[config.mk]
export PLATFORM = sky130hd
export DESIGN_NAME = cordic_ci_seq
export DESIGN_NICKNAME = d
export VERILOG_FILES = /design/src/rtl/cordic_ci_seq.sv
export SDC_FILE = /design/constraint.sdc
export NUM_CORES = 1
export LEC_CHECK = 0
export BUFFER_PORTS_ARGS = -buffer_cell sky130_fd_sc_hd__buf_2
export CAP_MARGIN = 30
export CORE_AREA = 2 2 105 107
export CTS_BUF_LIST = sky130_fd_sc_hd__clkbuf_16
export CTS_CLUSTER_SIZE = 30
export DETAILED_ROUTE_END_ITERATION = 6
export DIE_AREA = 0 0 107 109
export PLACE_DENSITY = 0.81
export SKIP_LAST_GASP = 1
export SLEW_MARGIN = 20
export SYNTH_ARGS = -nofsm -noshare
export SYNTH_HDL_FRONTEND = slang
export SYNTH_SLANG_ARGS = --single-unit
[constraint.sdc]
create_clock -name clock -period 1.8 [get_ports clock]
set_clock_uncertainty 0.1 [all_clocks]
set_input_delay 0.36 -clock clock [delete_from_list [all_inputs] [get_ports clock]]
set_output_delay 0.36 -clock clock [all_outputs]
set_load 0.005 [all_outputs]
[src/rtl/cordic_ci_seq.sv]
// Host-side sequencer for a fixed-latency CORDIC pipeline: launches one operand,
// waits PIPE_LATENCY enabled cycles, captures the cosine result and strobes done.
module cordic_ci_seq #(
   parameter int unsigned PIPE_LATENCY = 16
) (
   input  logic        clock,
   input  logic        aclr_n,
   input  logic        clk_en,
   input  logic        start,
   input  logic [31:0] dataa,
   output logic        done,
   output logic [31:0] result,
   output logic        busy,
   output logic        overrun,
   output logic [15:0] lat_count,
   output logic        pipe_aclr,
   output logic        pipe_clk_en,
   output logic [31:0] pipe_dataa,
   input  logic [31:0] pipe_result
);

   localparam int unsigned DW = 32;
   localparam int unsigned LW = 16;
   localparam int unsigned CW = 8;

   typedef enum logic [1:0] {
      IDLE = 2'd0,
      RUN  = 2'd1,
      CAPT = 2'd2
   } state_t;

   state_t         state;
   logic [DW-1:0]  operand;
   logic [CW-1:0]  step;
   logic [LW-1:0]  acc;
   logic           done_pend;
   logic [1:0]     rst_sync;
   logic           run_ok;

   // Release of aclr_n is re-timed so the FSM never starts on a metastable edge
   always_ff @(posedge clock or negedge aclr_n) begin
      if (!aclr_n) rst_sync <= 2'b00;
      else         rst_sync <= {rst_sync[0], 1'b1};
   end

   assign run_ok      = rst_sync[1];
   assign busy        = (state != IDLE);
   assign pipe_aclr   = ~aclr_n;
   assign pipe_clk_en = clk_en;
   assign pipe_dataa  = operand;

   // Sequencer: the accumulator free-runs while busy, everything else is clk_en gated
   always_ff @(posedge clock or negedge aclr_n) begin
      if (!aclr_n) begin
         state     <= IDLE;
         operand   <= '0;
         step      <= '0;
         acc       <= '0;
         done_pend <= 1'b0;
         done      <= 1'b0;
         result    <= '0;
         overrun   <= 1'b0;
         lat_count <= '0;
      end else begin
         if (busy && (acc != {LW{1'b1}})) acc <= acc + LW'(1);
         if (clk_en) begin
            done      <= done_pend;
            done_pend <= 1'b0;
            if (done_pend) lat_count <= acc;
            case (state)
               IDLE: begin
                  if (start && run_ok) begin
                     operand <= dataa;
                     step    <= CW'(PIPE_LATENCY);
                     acc     <= LW'(1);
                     state   <= RUN;
                  end
               end
               RUN: begin
                  if (start) overrun <= 1'b1;
                  step <= step - CW'(1);
                  if (step == CW'(1)) state <= CAPT;
               end
               CAPT: begin
                  if (start) overrun <= 1'b1;
                  result    <= pipe_result;
                  done_pend <= 1'b1;
                  state     <= IDLE;
               end
               default: state <= IDLE;
            endcase
         end
      end
   end

endmodule
==> results of run 1 <==
layer usage:
metal	global-route usage (%)	share of wire, %	vias up
li1	-	-	1786
met2	31.5	52	114
met5	0	0	-
met1	22.8	41	1813
met4	7.24	2.0	0
met3	3.53	4.8	21
cell usage after synthesis, types with 2 or more instances:
| cell | number |
|---|---|
| o21ai_0 | 10 |
| inv_1 | 11 |
| a21boi_0 | 2 |
| or3_1 | 4 |
| buf_4 | 2 |
| o31ai_1 | 6 |
| and3_1 | 2 |
| or4_1 | 4 |
| mux2_2 | 48 |
| clkbuf_1 | 4 |
| buf_1 | 3 |
| and4_1 | 2 |
| dfrtp_1 | 111 |
| nand3_1 | 8 |
| buf_2 | 7 |
| nand2_1 | 117 |
| nor2_1 | 10 |
| a21oi_1 | 12 |
| nand4_1 | 5 |
| o211ai_1 | 3 |
| nor4_1 | 3 |
| ha_1 | 7 |
| mux2i_1 | 4 |
| nor3_1 | 8 |
through the flow:
step / hold WS, ps / total power, mW
floorplan: -35.6 / 5.61
global placement: 233 / 7.02
detailed placement: 249 / 7.21
CTS: 41.2 / 9.37
global route: 65.6 / 10.2
finish: -14.1 / 9.52
power breakdown:
part | internal, mW | leakage [nW] | switching [mW]
sequential | 3.51 | 1.43 | 0.658
combinational | 1.75 | 1.69 | 1.52
clock | 1.21 | 0.157 | 0.877
worst paths after layout:
check                                            from                          to  slack, ps
max in group asynchronous                      aclr_n  pipe_dataa[24]$_DFFE_PN0P_       1170
worst max-delay path                 acc[0]$_DFF_PN0_            acc[7]$_DFF_PN0_        -30
worst max register to register       acc[0]$_DFF_PN0_            acc[7]$_DFF_PN0_        -30
worst min-delay path                           aclr_n    lat_count[8]$_DFFE_PN0P_        -10
min in group clock                           dataa[7]   pipe_dataa[7]$_DFFE_PN0P_        100
worst min register to register  rst_sync[0]$_DFF_PN0_       rst_sync[1]$_DFF_PN0_        250
kinds of logic after synthesis:
group / synth area share (%)
AO/OA/AOI/OAI: 5.87
XOR/XNOR: 0.189
adder cells (fa/ha/maj): 1.89
buffers and inverters: 2.53
flip-flops: 59.8
multiplexers: 12.5
other: 0.0807
AND/OR/NAND/NOR: 17.1
layout make-up:
cell class                      instances  area [um^2]  share of cell area (%)
Clock buffer                            9          225                    3.58
Clock inverter                          7         87.6                    1.39
Inverter                               11         41.3                   0.657
Multi-Input combinational cell        278         1900                    30.3
Sequential cell                       111         2780                    44.2
Tap cell                              140          175                    2.79
Timing Repair Buffer                  186         1080                    17.1
sequential cells by signal, indices dropped and copies added, names as in the netlist:
| name | cells |
|---|---|
| lat_count | 16 |
| pipe_dataa | 32 |
| rst_sync | 2 |
| acc | 16 |
| overrun | 1 |
| step | 8 |
| result | 32 |
| done | 1 |
| done_pend | 1 |
| state | 2 |
what timing repair did:
action	in CTS	in global routing
pin swaps	0	15
endpoints found under the setup margin	15	20
cloned	0	0
gates resized for setup	7	30
setup buffers	1	6
==> results.toml, run 1 <==
[final_layout]
layout_common_cells = "151 x buf_2, 117 x nand2_1, 110 x dfrtp_1"
drive_above_1_share_pct = 47.0
fin_area_um2 = 6290
stdcell_count = 742
area.growth.synth_to_final_pct = 35.3
mostFrequentLayoutCell = "buf_2"
fillers = 864
fin_nets = 672
antenna_cells = 0
post-route-util_pct = 59.3

[clock_network]
clkSlewWorstSetupHoldPaths_ps = 70
cts_tree = "built"
clockRootBuffer = "clkbuf_16"
cts_hold_buf = 0
ctsLongestPathBuffers = 2
cts_buffers = 9
clkLatencyLatePin_ps = 350
htreeDepth = 3
cts_sinks = 111

[floorplanning]
initial_utilization_pct = 43.8
core_um2 = 10600
ios = 153
die_x_um = 107
dieArea_um2 = 11700
num_rows = 38
die_h_um = 109

[critical_path]
r2r_cells = 7
path_depth = 7
cp_slowest_cell = "dfrtp_1"
cp_num_buf_inv = 2
worstPathArrival_ps = 2010
crit_required_ps = 1970
crit_path_end_kind = "flop"
crit_chain = "ha_4, nand4_1, nor4_4, buf_6, buf_6, o31ai_2, a21oi_1"
path_max_fanout = 6
cpMostUsedCell = "buf_6"
worstSetupStartpointType = "flop"
critPathMaxStageDelay_ps = 410
path_delay_family = "simple AND/OR/NAND/NOR gates"
critical_path_class = "flop to flop"

[global_routing]
grt_start_max_net_pins = 112
overflow = 0
grt_use_total_pct = 18.3
grt_pass1_vias = 3722
grt_first_pass_wirelength_um = 16800
antenna_found_initial = 0

[logic_synthesis]
synthCells = 416
synth_area_leaders = "dfrtp_1 60%, mux2_2 12%, nand2_1 9.5%"
ys_async_sr_fraction_pct = 100
ys_warn_count = 0
synth-main-ff-cell = "dfrtp_1"
yosysTopAreaCell = "dfrtp_1"
synth_nets = 491
syn_avg_cell_area_um2 = 11.2
synth_seq_area_share_pct = 59.8
synth-seq-cells = 111
netlist_area_um2 = 4640
synth_top_area_share_pct = 59.8
synthDistinctLibCells = 47
synth-edff-count = 0

[sta]
slew_headroom_pct = 61.1
period_needed_ps = 1830
fmax_mhz = 546
fin_ws_ps = -32.9
worst_pin_slew_ps = 584
slew_violations = 0
setup_viol = 5
final_hold_viol_count = 23
fin_hold_ws_ps = -14.1
period_share_pct = 102
fin_setup_tns_ps = -82.6
rsz0062_at_grt = "true"

[routing]
drc = 0
drtIter0Drc = 214
viasPerCell = 5.03
ant_nets = 0
postRouteWirelength_um = 10800
vias = 3734
wl_per_cell_um = 14.6
drtPass1Iterations = 4

[power_and_ir_drop]
leakagePower_nw = 3.27
power.density_nw_per_um2 = 1520
peakVddDrop_uv = 762

[place]
pre_cts_ws_ps = -94.4
place_inst = 719
placed_area_um2 = 5760
dp_hpwl_um = 7410
finalWeightedCongestion = 0.897
portBuffers = 152

[worst_hold_path]
hold_path_class = "input pin to async pin"

[run_status]
status = "finished, violations left"
violations = "negative hold slack, negative setup slack"

[flow_run]
cap_viol_max_count = 0
(Power assumes the default switching activity.)
==> run 2, diff against run 1 <==
==> config.mk (replaced) <==
export PLATFORM = sky130hd
export DESIGN_NAME = cordic_ci_seq
export DESIGN_NICKNAME = d
export VERILOG_FILES = /design/src/rtl/cordic_ci_seq.sv
export SDC_FILE = /design/constraint.sdc
export NUM_CORES = 1
export LEC_CHECK = 0
export BUFFER_PORTS_ARGS = -buffer_cell sky130_fd_sc_hd__clkbuf_2
export CAP_MARGIN = 30
export CELL_PAD_IN_SITES_DETAIL_PLACEMENT = 1
export CELL_PAD_IN_SITES_GLOBAL_PLACEMENT = 1
export CORE_AREA = 2 2 119 121
export CTS_BUF_LIST = sky130_fd_sc_hd__clkbuf_8 sky130_fd_sc_hd__clkbuf_16
export CTS_CLUSTER_SIZE = 30
export DETAILED_ROUTE_END_ITERATION = 6
export DIE_AREA = 0 0 121 123
export PLACE_DENSITY = 0.82
export SKIP_LAST_GASP = 1
export SLEW_MARGIN = 20
export SYNTH_ARGS = -nofsm -noshare
export SYNTH_HDL_FRONTEND = slang
export SYNTH_SLANG_ARGS = --single-unit
==> run 2 against run 1 <==
The flow finishes with violations (negative setup slack). Total power grew 3.1%. Worst setup slack lost 8.3 ps. Largest power group unchanged. Critical path type unchanged. Critical path depth shrank 1. Via count grew 5.9%. Global-route usage shrank 0.68 points. Sequential cell count is the same.
==> results.toml, run 2 (synthesized netlist as in run 1, its figures left out) <==
[floorplanning]
initial_utilization_pct = 34.1
ios = 153
die_x_um = 121
dieArea_um2 = 14900
die_h_um = 123
core_um2 = 13600
num_rows = 43

[sta]
fin_ws_ps = -41.2
rsz0062_at_grt = "true"
fin_hold_ws_ps = 2.19
fin_setup_tns_ps = -91.7
worst_pin_slew_ps = 596
slew_violations = 0
slew_headroom_pct = 60.3
setup_viol = 5
fmax_mhz = 543
period_share_pct = 102
period_needed_ps = 1840
final_hold_viol_count = 0

[critical_path]
crit_path_end_kind = "flop"
critPathMaxStageDelay_ps = 530
r2r_cells = 6
crit_required_ps = 1990
crit_chain = "inv_2, ha_4, and2b_2, nand3_4, or4_4, a21oi_2"
worstPathArrival_ps = 2030
cp_num_buf_inv = 1
cp_slowest_cell = "or4_4"
path_delay_family = "simple AND/OR/NAND/NOR gates"
rrSetupSlack_ps = -40
path_depth = 6
worstSetupStartpointType = "flop"
path_max_fanout = 6
critical_path_class = "flop to flop"

[routing]
vias = 3954
postRouteWirelength_um = 13600
drtPass1Iterations = 4
viasPerCell = 4.95
drc = 0
drtIter0Drc = 159
ant_nets = 0
wl_per_cell_um = 17.0

[place]
finalWeightedCongestion = 0.887
pre_cts_ws_ps = -109
place_inst = 772
placed_area_um2 = 5900
dp_hpwl_um = 9300
portBuffers = 152

[clock_network]
clkLatencyLatePin_ps = 350
ctsLongestPathBuffers = 2
cts_tree = "built"
cts_buffers = 9
htreeDepth = 3
clockRootBuffer = "clkbuf_16"
cts_sinks = 111
clkSlewWorstSetupHoldPaths_ps = 80

[global_routing]
grt_first_pass_wirelength_um = 20500
grt_use_total_pct = 17.6
overflow = 0
grt_start_max_net_pins = 112
antenna_found_initial = 0
grt_pass1_vias = 4164

[flow_run]
cap_viol_max_count = 0

[final_layout]
layout_common_cells = "151 x clkbuf_2, 117 x nand2_1, 108 x dfrtp_1"
fin_nets = 688
mostFrequentLayoutCell = "clkbuf_2"
fin_area_um2 = 6440
fillers = 1546
seq_area_um2 = 2780
stdcell_count = 798
post-route-util_pct = 47.3
area.growth.synth_to_final_pct = 38.7
antenna_cells = 0
drive_above_1_share_pct = 48.5
multi_input_area_um2 = 1910

[power_and_ir_drop]
p_total_mw = 9.81
peakVddDrop_uv = 574
power.density_nw_per_um2 = 1520
leakagePower_nw = 3.32

[run_status]
violations = "negative setup slack"
status = "finished, violations left"

[worst_hold_path]
hold_path_class = "input pin to async pin"
[run 2: cell count changes in the layout (fill, tap and decap cells not counted), sizes merged]
cell | before | now
inv | 11 | 15
clkbuf | 9 | 161
buf | 186 | 51
bufinv | 2 | 1
clkinv | 5 | 1
[run 2: what timing repair did]
action	CTS	global route
hold buffers	0	0
pin swaps	7	9
endpoints found under the setup margin	20	19
resized for setup	13	29
setup buffers	4	6
[run 2: worst paths after layout]
path,startpoint,end
setup / recovery,state[0]$_DFFE_PN0P_,acc[14]$_DFF_PN0_
hold / removal,aclr_n,lat_count[5]$_DFFE_PN0P_
setup reg to reg,state[0]$_DFFE_PN0P_,acc[14]$_DFF_PN0_
hold reg to reg,rst_sync[0]$_DFF_PN0_,rst_sync[1]$_DFF_PN0_
max in group asynchronous,aclr_n,acc[8]$_DFF_PN0_
min in group clock,dataa[10],pipe_dataa[10]$_DFFE_PN0P_
[run 2: report_power, final]
group	switching (mW)	total, mW	internal (mW)
combinational	1.74	3.61	1.87
clock	0.912	2.03	1.12
sequential	0.674	4.18	3.51
total	3.32	9.81	6.49
[run 2: cell type report]
cell class                 instances  share of cell area, %
sequential                       111                   43.2
timing repair buffer             202                   18.4
inverter                          11                  0.680
multi-input combinational        278                   29.7
tap                              180                   3.50
clock inverter                     6                  0.932
clock buffer                      10                   3.71
[run 2: metal layers]
metal  routed length, um  part of all wire [%]  up-vias  GRT usage, %
met5                   0                     0        -             0
met4                 256                   1.9        0          6.47
met1                5480                    40     2005          21.5
met3                 618                   4.5       22          3.41
met2                7250                    53      111          30.9
li1                    -                     -     1816             -
